$ cat config.mk
export PLATFORM = sky130hd
export DESIGN_NAME = fwd_scoreboard_unit_flat
export DESIGN_NICKNAME = d
export VERILOG_FILES = /design/src/rtl/fwd_scoreboard_unit_if.sv /design/src/rtl/fwd_scoreboard_unit.sv /design/src/flat_wrapper.sv
export SDC_FILE = /design/constraint.sdc
export NUM_CORES = 1
export LEC_CHECK = 0
export ABC_AREA = 1
export CAP_MARGIN = 30
export CORE_UTILIZATION = 43
export CTS_BUF_LIST = sky130_fd_sc_hd__clkbuf_8
export DETAILED_ROUTE_END_ITERATION = 10
export GPL_ROUTABILITY_DRIVEN = 0
export PLACE_DENSITY = 0.81
export SLEW_MARGIN = 20
export SYNTH_ARGS = -nofsm -noshare
export SYNTH_HDL_FRONTEND = slang
export SYNTH_SLANG_ARGS = --single-unit
$ cat constraint.sdc
create_clock -name clk_i -period 1 [get_ports clk_i]
set_input_delay 0.1 -clock clk_i [delete_from_list [all_inputs] [get_ports clk_i]]
set_output_delay 0.1 -clock clk_i [all_outputs]
set_load 0.1 [all_outputs]
$ cat src/rtl/fwd_scoreboard_unit_if.sv
// Handshake bundle for fwd_scoreboard_unit: ID-stage inputs, stall/EX outputs.
// master = pipeline control side, slave = scoreboard.
interface fwd_scoreboard_unit_if #(
  parameter int REG_AW    = 5,
  parameter int NUM_SRC   = 2,
  parameter int FWD_DEPTH = 2
);
  localparam int SELW = $clog2(FWD_DEPTH+1);

  logic                      flush_i;
  logic                      id_valid_i;
  logic [NUM_SRC*REG_AW-1:0] id_rs_i;
  logic [REG_AW-1:0]         id_rd_i;
  logic                      id_regwrite_i;
  logic                      id_load_i;
  logic                      stall_o;
  logic                      ex_valid_o;
  logic [NUM_SRC*SELW-1:0]   ex_fwd_sel_o;
`ifdef FWD_SCOREBOARD_PERF_EN
  logic [31:0]               stall_cnt_o;
  logic [31:0]               fwd_cnt_o;
`endif

  modport master (
    output flush_i, id_valid_i, id_rs_i,
    output id_rd_i, id_regwrite_i, id_load_i,
`ifdef FWD_SCOREBOARD_PERF_EN
    input  stall_cnt_o, fwd_cnt_o,
`endif
    input  stall_o, ex_valid_o, ex_fwd_sel_o
  );

  modport slave (
    input  flush_i, id_valid_i, id_rs_i,
    input  id_rd_i, id_regwrite_i, id_load_i,
`ifdef FWD_SCOREBOARD_PERF_EN
    output stall_cnt_o, fwd_cnt_o,
`endif
    output stall_o, ex_valid_o, ex_fwd_sel_o
  );
endinterface

$ cat src/rtl/fwd_scoreboard_unit.sv
// Operand-forwarding select + load-use stall unit with its own dest tracker.
// Ports: clk_i, rst_n_i (async low), bus (slave). Option: FWD_SCOREBOARD_PERF_EN.
module fwd_scoreboard_unit #(
  parameter int REG_AW    = 5,
  parameter int NUM_SRC   = 2,
  parameter int FWD_DEPTH = 2,
  parameter int LOAD_LAT  = 1
) (
  input  logic                 clk_i,
  input  logic                 rst_n_i,
  fwd_scoreboard_unit_if.slave bus
);
  localparam int SELW = $clog2(FWD_DEPTH+1);

  logic [FWD_DEPTH-1:0]    r_v;
  logic [FWD_DEPTH-1:0]    r_wr;
  logic [FWD_DEPTH-1:0]    r_ld;
  logic [REG_AW-1:0]       r_rd [FWD_DEPTH];
  logic [NUM_SRC*SELW-1:0] r_sel;

  logic [NUM_SRC*SELW-1:0] w_sel;
  logic [NUM_SRC-1:0]      w_hz;
  logic                    w_stall;
  logic                    w_acc;

  // Scan oldest to youngest so the youngest producer overwrites.
  always_comb begin
    w_sel = '0;
    w_hz  = '0;
    for (int k = 0; k < NUM_SRC; k++) begin
      for (int j = FWD_DEPTH-1; j >= 0; j--) begin
        if (r_v[j] && r_wr[j] && (r_rd[j] != '0) &&
            (r_rd[j] == bus.id_rs_i[k*REG_AW +: REG_AW])) begin
          w_sel[k*SELW +: SELW] = SELW'(j+1);
          w_hz[k] = r_ld[j] && (j < LOAD_LAT);
        end
      end
    end
  end

  assign w_stall = bus.id_valid_i && !bus.flush_i && (|w_hz);
  assign w_acc   = bus.id_valid_i && !bus.flush_i && !(|w_hz);

  assign bus.stall_o      = w_stall;
  assign bus.ex_valid_o   = r_v[0];
  assign bus.ex_fwd_sel_o = r_sel;

  always_ff @(posedge clk_i or negedge rst_n_i) begin
    if (!rst_n_i) begin
      r_v   <= '0;
      r_wr  <= '0;
      r_ld  <= '0;
      r_sel <= '0;
      for (int j = 0; j < FWD_DEPTH; j++)
        r_rd[j] <= '0;
    end else begin
      for (int j = 1; j < FWD_DEPTH; j++) begin
        r_v[j]  <= r_v[j-1];
        r_wr[j] <= r_wr[j-1];
        r_ld[j] <= r_ld[j-1];
        r_rd[j] <= r_rd[j-1];
      end
      r_v[0]  <= w_acc;
      r_wr[0] <= bus.id_regwrite_i;
      r_ld[0] <= bus.id_load_i;
      r_rd[0] <= bus.id_rd_i;
      r_sel   <= w_acc ? w_sel : '0;
    end
  end

`ifdef FWD_SCOREBOARD_PERF_EN
  logic [31:0] r_stall_cnt;
  logic [31:0] r_fwd_cnt;

  always_ff @(posedge clk_i or negedge rst_n_i) begin
    if (!rst_n_i) begin
      r_stall_cnt <= '0;
      r_fwd_cnt   <= '0;
    end else begin
      if (w_stall && (r_stall_cnt != 32'hFFFF_FFFF))
        r_stall_cnt <= r_stall_cnt + 32'd1;
      if (w_acc && (|w_sel) && (r_fwd_cnt != 32'hFFFF_FFFF))
        r_fwd_cnt <= r_fwd_cnt + 32'd1;
    end
  end

  assign bus.stall_cnt_o = r_stall_cnt;
  assign bus.fwd_cnt_o   = r_fwd_cnt;
`endif
endmodule
$ cat src/flat_wrapper.sv
// flat-port wrapper written by rule: the top's interface ports become plain ports
module fwd_scoreboard_unit_flat 
#(
  parameter int REG_AW    = 5,
  parameter int NUM_SRC   = 2,
  parameter int FWD_DEPTH = 2,
  parameter int LOAD_LAT  = 1
)
  (clk_i, rst_n_i, bus_flush_i, bus_id_valid_i, bus_id_rs_i, bus_id_rd_i, bus_id_regwrite_i, bus_id_load_i, bus_stall_o, bus_ex_valid_o, bus_ex_fwd_sel_o);
  fwd_scoreboard_unit_if #(.REG_AW(REG_AW), .NUM_SRC(NUM_SRC), .FWD_DEPTH(FWD_DEPTH)) bus_i ();
  input  logic clk_i;
  input  logic rst_n_i;
  input wire logic [$bits(bus_i.flush_i)-1:0] bus_flush_i;
  input wire logic [$bits(bus_i.id_valid_i)-1:0] bus_id_valid_i;
  input wire logic [$bits(bus_i.id_rs_i)-1:0] bus_id_rs_i;
  input wire logic [$bits(bus_i.id_rd_i)-1:0] bus_id_rd_i;
  input wire logic [$bits(bus_i.id_regwrite_i)-1:0] bus_id_regwrite_i;
  input wire logic [$bits(bus_i.id_load_i)-1:0] bus_id_load_i;
  output wire logic [$bits(bus_i.stall_o)-1:0] bus_stall_o;
  output wire logic [$bits(bus_i.ex_valid_o)-1:0] bus_ex_valid_o;
  output wire logic [$bits(bus_i.ex_fwd_sel_o)-1:0] bus_ex_fwd_sel_o;
  assign bus_i.flush_i = bus_flush_i;
  assign bus_i.id_valid_i = bus_id_valid_i;
  assign bus_i.id_rs_i = bus_id_rs_i;
  assign bus_i.id_rd_i = bus_id_rd_i;
  assign bus_i.id_regwrite_i = bus_id_regwrite_i;
  assign bus_i.id_load_i = bus_id_load_i;
  assign bus_stall_o = bus_i.stall_o;
  assign bus_ex_valid_o = bus_i.ex_valid_o;
  assign bus_ex_fwd_sel_o = bus_i.ex_fwd_sel_o;
  fwd_scoreboard_unit #(.REG_AW(REG_AW), .NUM_SRC(NUM_SRC), .FWD_DEPTH(FWD_DEPTH), .LOAD_LAT(LOAD_LAT)) u_core (.clk_i(clk_i), .rst_n_i(rst_n_i), .bus(bus_i));
endmodule
### Word-level counts from Yosys, hierarchy flattened

Cells that the tools add are included.

* flip-flop bits (word level): 19
* input port bits: 21

* mux-type cells: 7
* equality and inequality tests: 4
* reduce and logical (&&, ||, !) cells: 16

Operators by type and width (number)
* $eq 5x5->1: 4
* $logic_and 1x1->1: 11
* $reduce_bool 5->1: 2
* $mux 2: 4
* $mux 4: 1
* $logic_not 1->1: 2
* $mux 1: 2
* $reduce_or 2->1: 1

### Depth between registers and ports, before layout

* depth after elaboration: 8
* mapped depth: 9

### Worst setup path after synthesis

Ideal clock, no wire load.

* kind: register to output
* start: register u_core.r_v[0]
* end: output port bus_stall_o
* arrival: 2270 ps
* slack: -1370 ps
* data required time: 900 ps
* path buffers: 0
* stages on the path, launching flop included: 7
* path through: dfrtp_1 -> nand2_1 -> inv_1 -> nand2_1 -> nor2_1 -> nand3_1 -> a21boi_2

* longest elaborated chain between the ends: 6
* elaborated cells on any way between the ends: 8
* classes of those cells: mux (2); reduce/logical (6)

RTL lines
* start: declaration: RTL line fwd_scoreboard_unit.sv:15 `logic [FWD_DEPTH-1:0] r_v;`
* start signal: indexed assignment: RTL line fwd_scoreboard_unit.sv:58 `r_v[j] <= r_v[j-1];`
* start signal: assignment: RTL line fwd_scoreboard_unit.sv:63 `r_v[0] <= w_acc;`
* $logic_and 1x1->1 (*) (2 in a row): RTL line fwd_scoreboard_unit.sv:32 `if (r_v[j] && r_wr[j] && (r_rd[j] != '0) &&`
* $logic_and 1x1->1: RTL line fwd_scoreboard_unit.sv:32
* $mux 1: RTL line fwd_scoreboard_unit.sv:32
* $reduce_or 2->1 (*): RTL line fwd_scoreboard_unit.sv:41 `assign w_stall = bus.id_valid_i && !bus.flush_i && (|w_hz);`
* $logic_and 1x1->1 (*): RTL line fwd_scoreboard_unit.sv:41
* end: declaration: RTL line flat_wrapper.sv:19 `output wire logic [$bits(bus_i.stall_o)-1:0] bus_stall_o;`

Every way passes the cells marked *; elsewhere a longest branch is shown, timed or not.

### Final worst setup path

* start: register u_core.r_rd[8] in the netlist's numbering
* end: output port bus_stall_o

* longest elaborated chain between the ends: 6
* elaborated cells on any way between the ends: 10
* classes of those cells: eq/ne (2); mux (2); reduce/logical (6)

RTL lines
* start: declaration: RTL line fwd_scoreboard_unit.sv:18 `logic [REG_AW-1:0] r_rd [FWD_DEPTH];`
* start signal: indexed assignment: RTL line fwd_scoreboard_unit.sv:61 `r_rd[j] <= r_rd[j-1];`
* $reduce_bool 5->1: RTL line fwd_scoreboard_unit.sv:32
* $logic_and 1x1->1 (2 in a row): RTL line fwd_scoreboard_unit.sv:32
* $mux 1: RTL line fwd_scoreboard_unit.sv:32
* $reduce_or 2->1 (*): RTL line fwd_scoreboard_unit.sv:41
* $logic_and 1x1->1 (*): RTL line fwd_scoreboard_unit.sv:41

Marks and branches as above.

==> out/results.ini <==
[routing]
wirelength_um = 2980
drt_first_pass_iters = 4
vias_per_cell = 4.99
num_vias = 938
wire_per_inst_um = 15.8
drtAntennaViolNets = 0
drc = 0
drt_iter0_drc = 48

[sta]
finalSetupViolations = 7
tightest_slew_ns = 0.245
fin_ws_ns = -0.813
rsz0062_at_grt = true
finalHoldViolCount = 0
clock_skew_ns = 0.00382
maxSlewViolCount = 0
max-slew-margin-rel_pct = 83.6
layout_min_cycle_time_ns = 1.81
finalCritPeriodShare_pct = 181
timing.fmax_mhz = 552

[clocking]
hold_buffers = 0
clkTransAtPathRegs_ns = 0.07
clk_latency_ns = 0.26
htree_levels = 1
clockBufferDepth = 2
cts_buffers = 3
tritoncts = yes
clockRootBuffer = clkbuf_8
cts_sinks = 19

[placed_design]
post_dp_cell_area_um2 = 1430
dp.cells = 177
portBuffers = 26
dpl.hpwl_um = 1820

[synthesis]
ys_ff_latch = 19
synth_cells = 107
syn_area_per_cell_um2 = 8.56
ys_types = 13
yosysTopAreaCellShare_pct = 51.9
synth_area_leaders = dfrtp_1, nand2_1, inv_1, xnor2_1, xor2_1
synth_fp_nets = 128
yosysSeqAreaShare_pct = 51.9
yosys.area.top_type = dfrtp_1
ys_warn_count = 0
syn-cell-area_um2 = 916

[grt]
antenna_found_initial = 0
grtUsageTotal_pct = 24.8
grt_max_degree = 20
grt_overflow = 0
grt_pass1_wl_um = 3670
grt_pass1_vias = 854

[job]
cap_viol_max_count = 0

[setup_path]
critical_path_required_ns = 0.90
cp-start-kind = flip-flop
crit_type = reg2out
critical_path.max_fanout = 5
cp.arrival_ns = 1.71
end_kind = primary output

[pwr]
ir_drop_uv = 1020
power_density_nw_per_um2 = 1070
power_w = 0.00173
leakagePower_nw = 0.797

[die]
die_w_um = 48.2
rows = 16
die_y_um = 48.2
dieArea_um2 = 2320
start_util_pct = 46.2
core_area_um2 = 1980
pin_count = 27

[min_path]
hold_class = in2async

[layout]
stdcell_count = 188
nets = 183
num_antenna_cells = 0
multiInputGateArea_um2 = 444
area_delta_synth_final_pct = 76.2
seq_area_um2 = 484
fill_cells = 96
drive_gt1_share_pct = 36.0
stdcell_area_um2 = 1610

[status]
failed_checks = setup timing
status = finished with violations

## worst max-delay path, stage by stage, from the launching register on
cell and delay [ns]:
dfrtp_2 0.45, nand2_2 0.07, nand2_1 0.04, nor2_1 0.14, nand2_1 0.12, nor2_4 0.16
nand3_4 0.10, a21boi_4 0.19, buf_12 0.19
## area by class of cell
type | count | area share [%]
multi-input combinational | 67 | 27.5
sequential | 19 | 30.0
clock inverter | 1 | 0.233
inverter | 21 | 4.88
timing repair buffer | 50 | 32.7
clock buffer | 3 | 2.56
tap | 27 | 2.09
## report_power, final
part | internal (W) | switching, W
registers | 0.000803 | 0.0000400
logic | 0.000198 | 0.000175
clock network | 0.000273 | 0.000245
total | 0.00127 | 0.000460
## synth_stat cells
cell type and instances:
nand4_1 4, nor2_4 1, nor3_1 1, nand2_1 27, xor2_1 6, xnor2_1 7, inv_1 19, nand3_2 2
nor2_1 13, nand3_1 5, inv_2 2, dfrtp_1 19, a21boi_2 1
## path summary, 6_finish.rpt
path	endpoint	slack, ns	from	cells past startpoint
max	bus_stall_o	-0.81	u_core.r_rd[8]	8
max reg2reg	u_core.bus.ex_fwd_sel_o[1]	-0.58	u_core.r_rd[8]	10
max in group asynchronous	u_core.r_rd[8]	0.67	rst_n_i	2
min in group clk_i	u_core.r_rd[7]	0.28	bus_id_rd_i[2]	1
min reg2reg	u_core.r_wr[1]	0.39	u_core.r_wr[0]	0
min	u_core.bus.ex_fwd_sel_o[0]	0.18	rst_n_i	2
## flip-flops by register name (all words and copies together) (netlist names)
register	cells
u_core.r_rd	10
u_core.bus.ex_fwd_sel_o	4
u_core.r_v	2
u_core.r_wr	2
u_core.r_ld	1
## stage by stage
step | TNS (ns) | setup WS, ns | util [%] | hold WS [ns]
4_1_cts | -2.48 | -0.705 | 78.3 | 0.181
5_1_grt | -3.80 | -0.848 | 81.4 | 0.197
3_3_place_gp | -2.75 | -0.589 | 72.1 | 0.355
3_5_place_dp | -3.09 | -0.633 | 72.1 | 0.370
2_1_floorplan | -1.71 | -0.698 | - | -0.196
6_report | -3.47 | -0.813 | 81.4 | 0.182
## cell usage in the layout, fill, tap and decap left out
cell             count
nor2_1              11
dfrtp_2              4
nand2_1             21
clkdlybuf4s50_1     20
dfrtp_1             14
nand2_2              5
nand3_1              2
dfrtp_4              1
clkbuf_8             3
xnor2_2              1
inv_2                4
xor2_1               6
nand4_1              4
buf_12               7
nor2_4               2
nand2_4              1
nor3_1               1
inv_1               18
nand3_2              2
buf_6                4
xnor2_1              6
buf_4               19
nand3_4              3
nor2_2               1
a21boi_4             1
## metal layers
metal	routed length [um]	up-vias	global-route usage, %
met5	0	-	0
met4	146	0	18.3
met3	140	16	2.96
met2	1610	45	44.0
met1	1080	448	26.7
li1	-	429	-
## kinds of logic after synthesis
logic type                after synthesis  synth area share, %
AOI/OAI and AO/OA                       1                 1.23
xor gates and xnor gates               13                 12.4
buffers and inverters                  21                 8.61
DFF                                    19                 51.9
and+or+nand+nor                        53                 25.8
## timing repair
| action | CTS | global route |
|---|---|---|
| resized for setup | 14 | 11 |
| endpoints found under the setup margin | 7 | 7 |
| setup buffers | 5 | 2 |
| pin swaps | 6 | 9 |
Note: power is estimated with default switching activity, not from simulation.
